`config.mk`:
```
export PLATFORM = sky130hd
export DESIGN_NAME = button_debouncer
export DESIGN_NICKNAME = d
export VERILOG_FILES = /design/src/rtl/button_debouncer.sv
export SDC_FILE = /design/constraint.sdc
export NUM_CORES = 1
export LEC_CHECK = 0
export ABC_AREA = 1
export BUFFER_PORTS_ARGS = -buffer_cell sky130_fd_sc_hd__buf_2
export CAP_MARGIN = 20
export CORE_ASPECT_RATIO = 1.5
export CORE_MARGIN = 3
export CORE_UTILIZATION = 61
export CTS_CLUSTER_DIAMETER = 30
export DETAILED_ROUTE_END_ITERATION = 7
export GPL_TIMING_DRIVEN = 0
export PLACE_DENSITY = 0.9
export SETUP_SLACK_MARGIN = 0.05
export SYNTH_ARGS = -nofsm -noshare
export SYNTH_HDL_FRONTEND = slang
export SYNTH_SLANG_ARGS = --single-unit
```
`constraint.sdc`:
```
create_clock -name clock -period 4.9 [get_ports clock]
set_input_delay 0.98 -clock clock [delete_from_list [all_inputs] [get_ports clock]]
set_output_delay 0.98 -clock clock [all_outputs]
set_load 0.01 [all_outputs]
```
`src/rtl/button_debouncer.sv`:
```
// Push-button conditioner: 2-FF synchroniser, stability counter and 4-state FSM.
// Optional macro BUTTON_DEBOUNCER_EVENTS_EN adds one-cycle pressed/released pulses.
`timescale 1ns/100ps
module button_debouncer #(
    parameter int STABLE_CYCLES = 500000
) (
    input  logic clock,
    input  logic reset,
    input  logic button_n,
    output logic button_n_db,
    output logic busy
`ifdef BUTTON_DEBOUNCER_EVENTS_EN
    ,
    output logic pressed_pulse,
    output logic released_pulse
`endif
);

    localparam int CNT_W = $clog2(STABLE_CYCLES + 1);
    localparam logic [CNT_W-1:0] CNT_ZERO = {CNT_W{1'b0}};
    localparam logic [CNT_W-1:0] CNT_ONE  = CNT_W'(1);
    localparam logic [CNT_W-1:0] CNT_LAST = CNT_W'(STABLE_CYCLES);
    localparam bit SINGLE_CYCLE = (STABLE_CYCLES == 1);

    localparam logic [1:0] ST_RELEASED        = 2'd0;
    localparam logic [1:0] ST_PRESS_PENDING   = 2'd1;
    localparam logic [1:0] ST_PRESSED         = 2'd2;
    localparam logic [1:0] ST_RELEASE_PENDING = 2'd3;

    logic             sync1_r;
    logic             sync2_r;
    logic [1:0]       state_r;
    logic [1:0]       state_s;
    logic [CNT_W-1:0] count_r;
    logic [CNT_W-1:0] count_s;
    logic [CNT_W-1:0] count_inc_s;
    logic             db_r;
    logic             db_s;
    logic             busy_r;
    logic             pending_s;

    // Next-state, counter and committed-level decode; only the synchronised level is examined.
    always_comb begin
        state_s     = state_r;
        count_s     = count_r;
        db_s        = db_r;
        count_inc_s = count_r + CNT_ONE;
        case (state_r)
            ST_RELEASED: begin
                if (!sync2_r) begin
                    if (SINGLE_CYCLE) begin
                        state_s = ST_PRESSED;
                        db_s    = 1'b0;
                        count_s = CNT_ZERO;
                    end else begin
                        state_s = ST_PRESS_PENDING;
                        count_s = CNT_ONE;
                    end
                end else begin
                    count_s = CNT_ZERO;
                end
            end
            ST_PRESS_PENDING: begin
                if (sync2_r) begin
                    state_s = ST_RELEASED;
                    count_s = CNT_ZERO;
                end else if (count_inc_s == CNT_LAST) begin
                    state_s = ST_PRESSED;
                    db_s    = 1'b0;
                    count_s = CNT_ZERO;
                end else begin
                    count_s = count_inc_s;
                end
            end
            ST_PRESSED: begin
                if (sync2_r) begin
                    if (SINGLE_CYCLE) begin
                        state_s = ST_RELEASED;
                        db_s    = 1'b1;
                        count_s = CNT_ZERO;
                    end else begin
                        state_s = ST_RELEASE_PENDING;
                        count_s = CNT_ONE;
                    end
                end else begin
                    count_s = CNT_ZERO;
                end
            end
            ST_RELEASE_PENDING: begin
                if (!sync2_r) begin
                    state_s = ST_PRESSED;
                    count_s = CNT_ZERO;
                end else if (count_inc_s == CNT_LAST) begin
                    state_s = ST_RELEASED;
                    db_s    = 1'b1;
                    count_s = CNT_ZERO;
                end else begin
                    count_s = count_inc_s;
                end
            end
            default: begin
                state_s = ST_RELEASED;
                db_s    = 1'b1;
                count_s = CNT_ZERO;
            end
        endcase
        pending_s = (state_s == ST_PRESS_PENDING) || (state_s == ST_RELEASE_PENDING);
    end

    // Synchroniser, FSM state, counter and registered outputs.
    always_ff @(posedge clock or posedge reset) begin
        if (reset) begin
            sync1_r <= 1'b1;
            sync2_r <= 1'b1;
            state_r <= ST_RELEASED;
            count_r <= CNT_ZERO;
            db_r    <= 1'b1;
            busy_r  <= 1'b0;
        end else begin
            sync1_r <= button_n;
            sync2_r <= sync1_r;
            state_r <= state_s;
            count_r <= count_s;
            db_r    <= db_s;
            busy_r  <= pending_s;
        end
    end

    assign button_n_db = db_r;
    assign busy        = busy_r;

`ifdef BUTTON_DEBOUNCER_EVENTS_EN
    logic pressed_pulse_r;
    logic released_pulse_r;

    // Event pulses registered on the same edge the committed level changes.
    always_ff @(posedge clock or posedge reset) begin
        if (reset) begin
            pressed_pulse_r  <= 1'b0;
            released_pulse_r <= 1'b0;
        end else begin
            pressed_pulse_r  <= db_r & ~db_s;
            released_pulse_r <= ~db_r & db_s;
        end
    end

    assign pressed_pulse  = pressed_pulse_r;
    assign released_pulse = released_pulse_r;
`endif

endmodule

```
==> flow_summary.ini <==
[final_layout]
syn2layout_area_growth_pct = 5.08
multiInputGateArea_sq_um = 707
diodes = 0
final_cell_mix = nand2_1, nor2_1, inv_1, dfrtp_1, nand3_1
num-fill-cells = 182
final_common_cell = nand2_1
seqCellArea_sq_um = 629
drive_above_1_share_pct = 8.89
nets = 230

[clock_tree]
cts.clk_slew.worst_paths_ns = 0.13
clock-sinks = 25
ctsHoldBuffers = 0
cts_root_buffer = clkbuf_4
clk_latency_ns = 0.33
post_cts_resized = 0
cts_buffers = 3
cts_setup_buffers = 0
cts_tree = done
cts_htree_levels = 1
cts_buffer_depth = 2

[global_route]
antenna_found_initial = 0
grt_pass1_wl_microns = 5250
grt_pass1_vias = 1279
track_usage_pct = 24.0
grt_max_degree = 26
grt_overflow = 0

[sta]
finalCritPeriodShare_pct = 47.0
max-slew-margin-rel_pct = 38.0
setup_viol = 0
finalHoldViolCount = 0
maxClockFrequency_ghz = 0.434
skew_ns = 0.00558
fin_setup_tns_ns = 0
tightest_slew_ns = 0.929
slew_violations = 0
rsz0062_at_grt = false
min_period_ns = 2.30

[logic_synthesis]
ys_types = 20
netlist_area_sq_um = 1480
yosysWarnings = 0
synth_top_family_by_area = simple AND/OR/NAND/NOR gates
synth_area_leader_cell = dfrtp_1
synth-simple-area-share_pct = 43.8
synth.top_cell.area_share_pct = 37.2
syn_nets = 221
synthAdderAreaFrac_pct = 0.846
synthCells = 217
ys_ff_latch = 25
synth_area_leaders = dfrtp_1, nand2_1, nor2_1, inv_1, dfstp_2
synthXorXnorAreaFrac_pct = 1.78
seq_area_frac_synth_pct = 42.6
synth_area_per_cell_sq_um = 6.82
synth_compound_area_share_pct = 1.35
muxShareOfSynthArea_pct = 0

[worst_setup_path]
crit_type = flop to flop
crit_required_ns = 5.13
r2r_start = count_r[0]
worstPathArrival_ns = 2.53
slowest_delay_ns = 0.44
slowest_stage = dfrtp_1
cp_cell_sequence = ha_1, nand3_1, nor2_2, nand2_1, nand2_1, nand2_1, nor2_1, nand2_1, nor2_4, nand2_2, nand3_4, buf_6, nor2_1
crit_path_frequent_cell = nand2_1
cp-startpoint = count_r[0]
worst-path-max-fanout = 10
end_kind = flop
start_kind = flop

[route]
final_antenna_net_count = 0
wirelength_microns = 3030
via_per_inst = 5.29
drtPass1Iterations = 4
drtIter0Drc = 38
wire_per_inst_microns = 12.2
drc = 0
via_count = 1311

[placement]
globalplace.congestion = 0.822
dp_hpwl_microns = 2330
portBuffers = 4

[status]
run_status = finished, final reports clean

[floorplan]
dieWidth_microns = 46.2
ios = 5
die_area_sq_um = 3060
die_h_microns = 66.3
rows = 21
design.core.area_sq_um = 2260
start_util_pct = 65.4

[pwr]
peakVddDrop_mv = 0.202
p_per_area_nw_per_um2 = 206
total_leakage_power_nw = 0.669
total_power_mw = 0.320

[flow_run]
cap_violations = 0

[min_path]
min_from = sync1_r
hp-class = flop to flop
==> per-stage QoR <==
| step | hold slack [ns] | area (sq um) | setup slack [ns] | utilization, % | instances |
|---|---|---|---|---|---|
| 2_1_floorplan | 0.345 | 1480 | 3.06 | - | 217 |
| 3_3_place_gp | 0.350 | 1530 | 2.67 | 67.6 | 244 |
| 3_5_place_dp | 0.352 | 1530 | 2.63 | 67.6 | 244 |
| 4_1_cts | 0.373 | 1550 | 2.60 | 68.8 | 248 |
| 5_1_grt | 0.375 | 1550 | 2.43 | 68.8 | 248 |
| 6_report | 0.371 | 1550 | 2.60 | 68.8 | 248 |
==> path summary, 6_finish.rpt <==
| check | to | slack (ns) | cells past startpoint |
|---|---|---|---|
| min reg2reg | sync2_r | 0.37 | 0 |
| min | sync2_r | 0.37 | 0 |
| max reg2reg | count_r[4] | 2.60 | 13 |
| min in group asynchronous | count_r[2] | 0.83 | 2 |
| max in group asynchronous | count_r[17] | 3.50 | 2 |
| max | count_r[4] | 2.60 | 13 |
==> registers in the layout (all words and copies together) (netlist names) <==
signal	flops
button_n_db	1
sync2_r	1
sync1_r	1
state_r	2
count_r	19
busy	1
==> synth_stat cells <==
cell type  count
nand2_1       71
nor2_1        44
inv_1         34
dfrtp_1       22
nand3_1       11
nand4_1        9
nor2_2         5
dfstp_2        3
nand3b_1       3
o21ai_0        3
nor2_4         2
xnor2_1        2
buf_6          1
clkbuf_1       1
ha_1           1
nand2_2        1
nand3_4        1
nor3_1         1
o21ai_1        1
xor2_1         1
==> critical path, delay by kind of cell (launching register included) <==
family        cells  cell delay (ns)
buf+inv           1             0.17
simple gates     11             1.36
flops             1             0.44
fa+ha+maj         1             0.23
==> routing by layer <==
layer	vias to the layer above	part of all wire, %	GRT usage (%)
li1	674	-	-
met1	603	41	26.7
met2	25	53	41.4
met3	9	2.9	4.63
met4	0	2.4	12.1
met5	-	0	0
==> power by group <==
part / internal, mW / switching (mW)
combinational: 0.00420 / 0.0107
sequential: 0.210 / 0.00204
clock: 0.0320 / 0.0608
==> logic make-up after synthesis <==
family / Yosys count
adder cells (fa/ha/maj): 1
AO/OA/AOI/OAI: 4
AND/OR/NAND/NOR: 148
XOR/XNOR: 3
buffers and inverters: 36
flip-flops: 25
==> cell type report <==
type	instances	share of cell area (%)
Multi-Input combinational cell	156	45.5
Sequential cell	25	40.5
Inverter	34	8.21
Tap cell	23	1.85
Clock buffer	4	1.69
Timing Repair Buffer	4	1.29
Buffer	2	0.966
No activity file was read; power rests on OpenSTA's default activity.
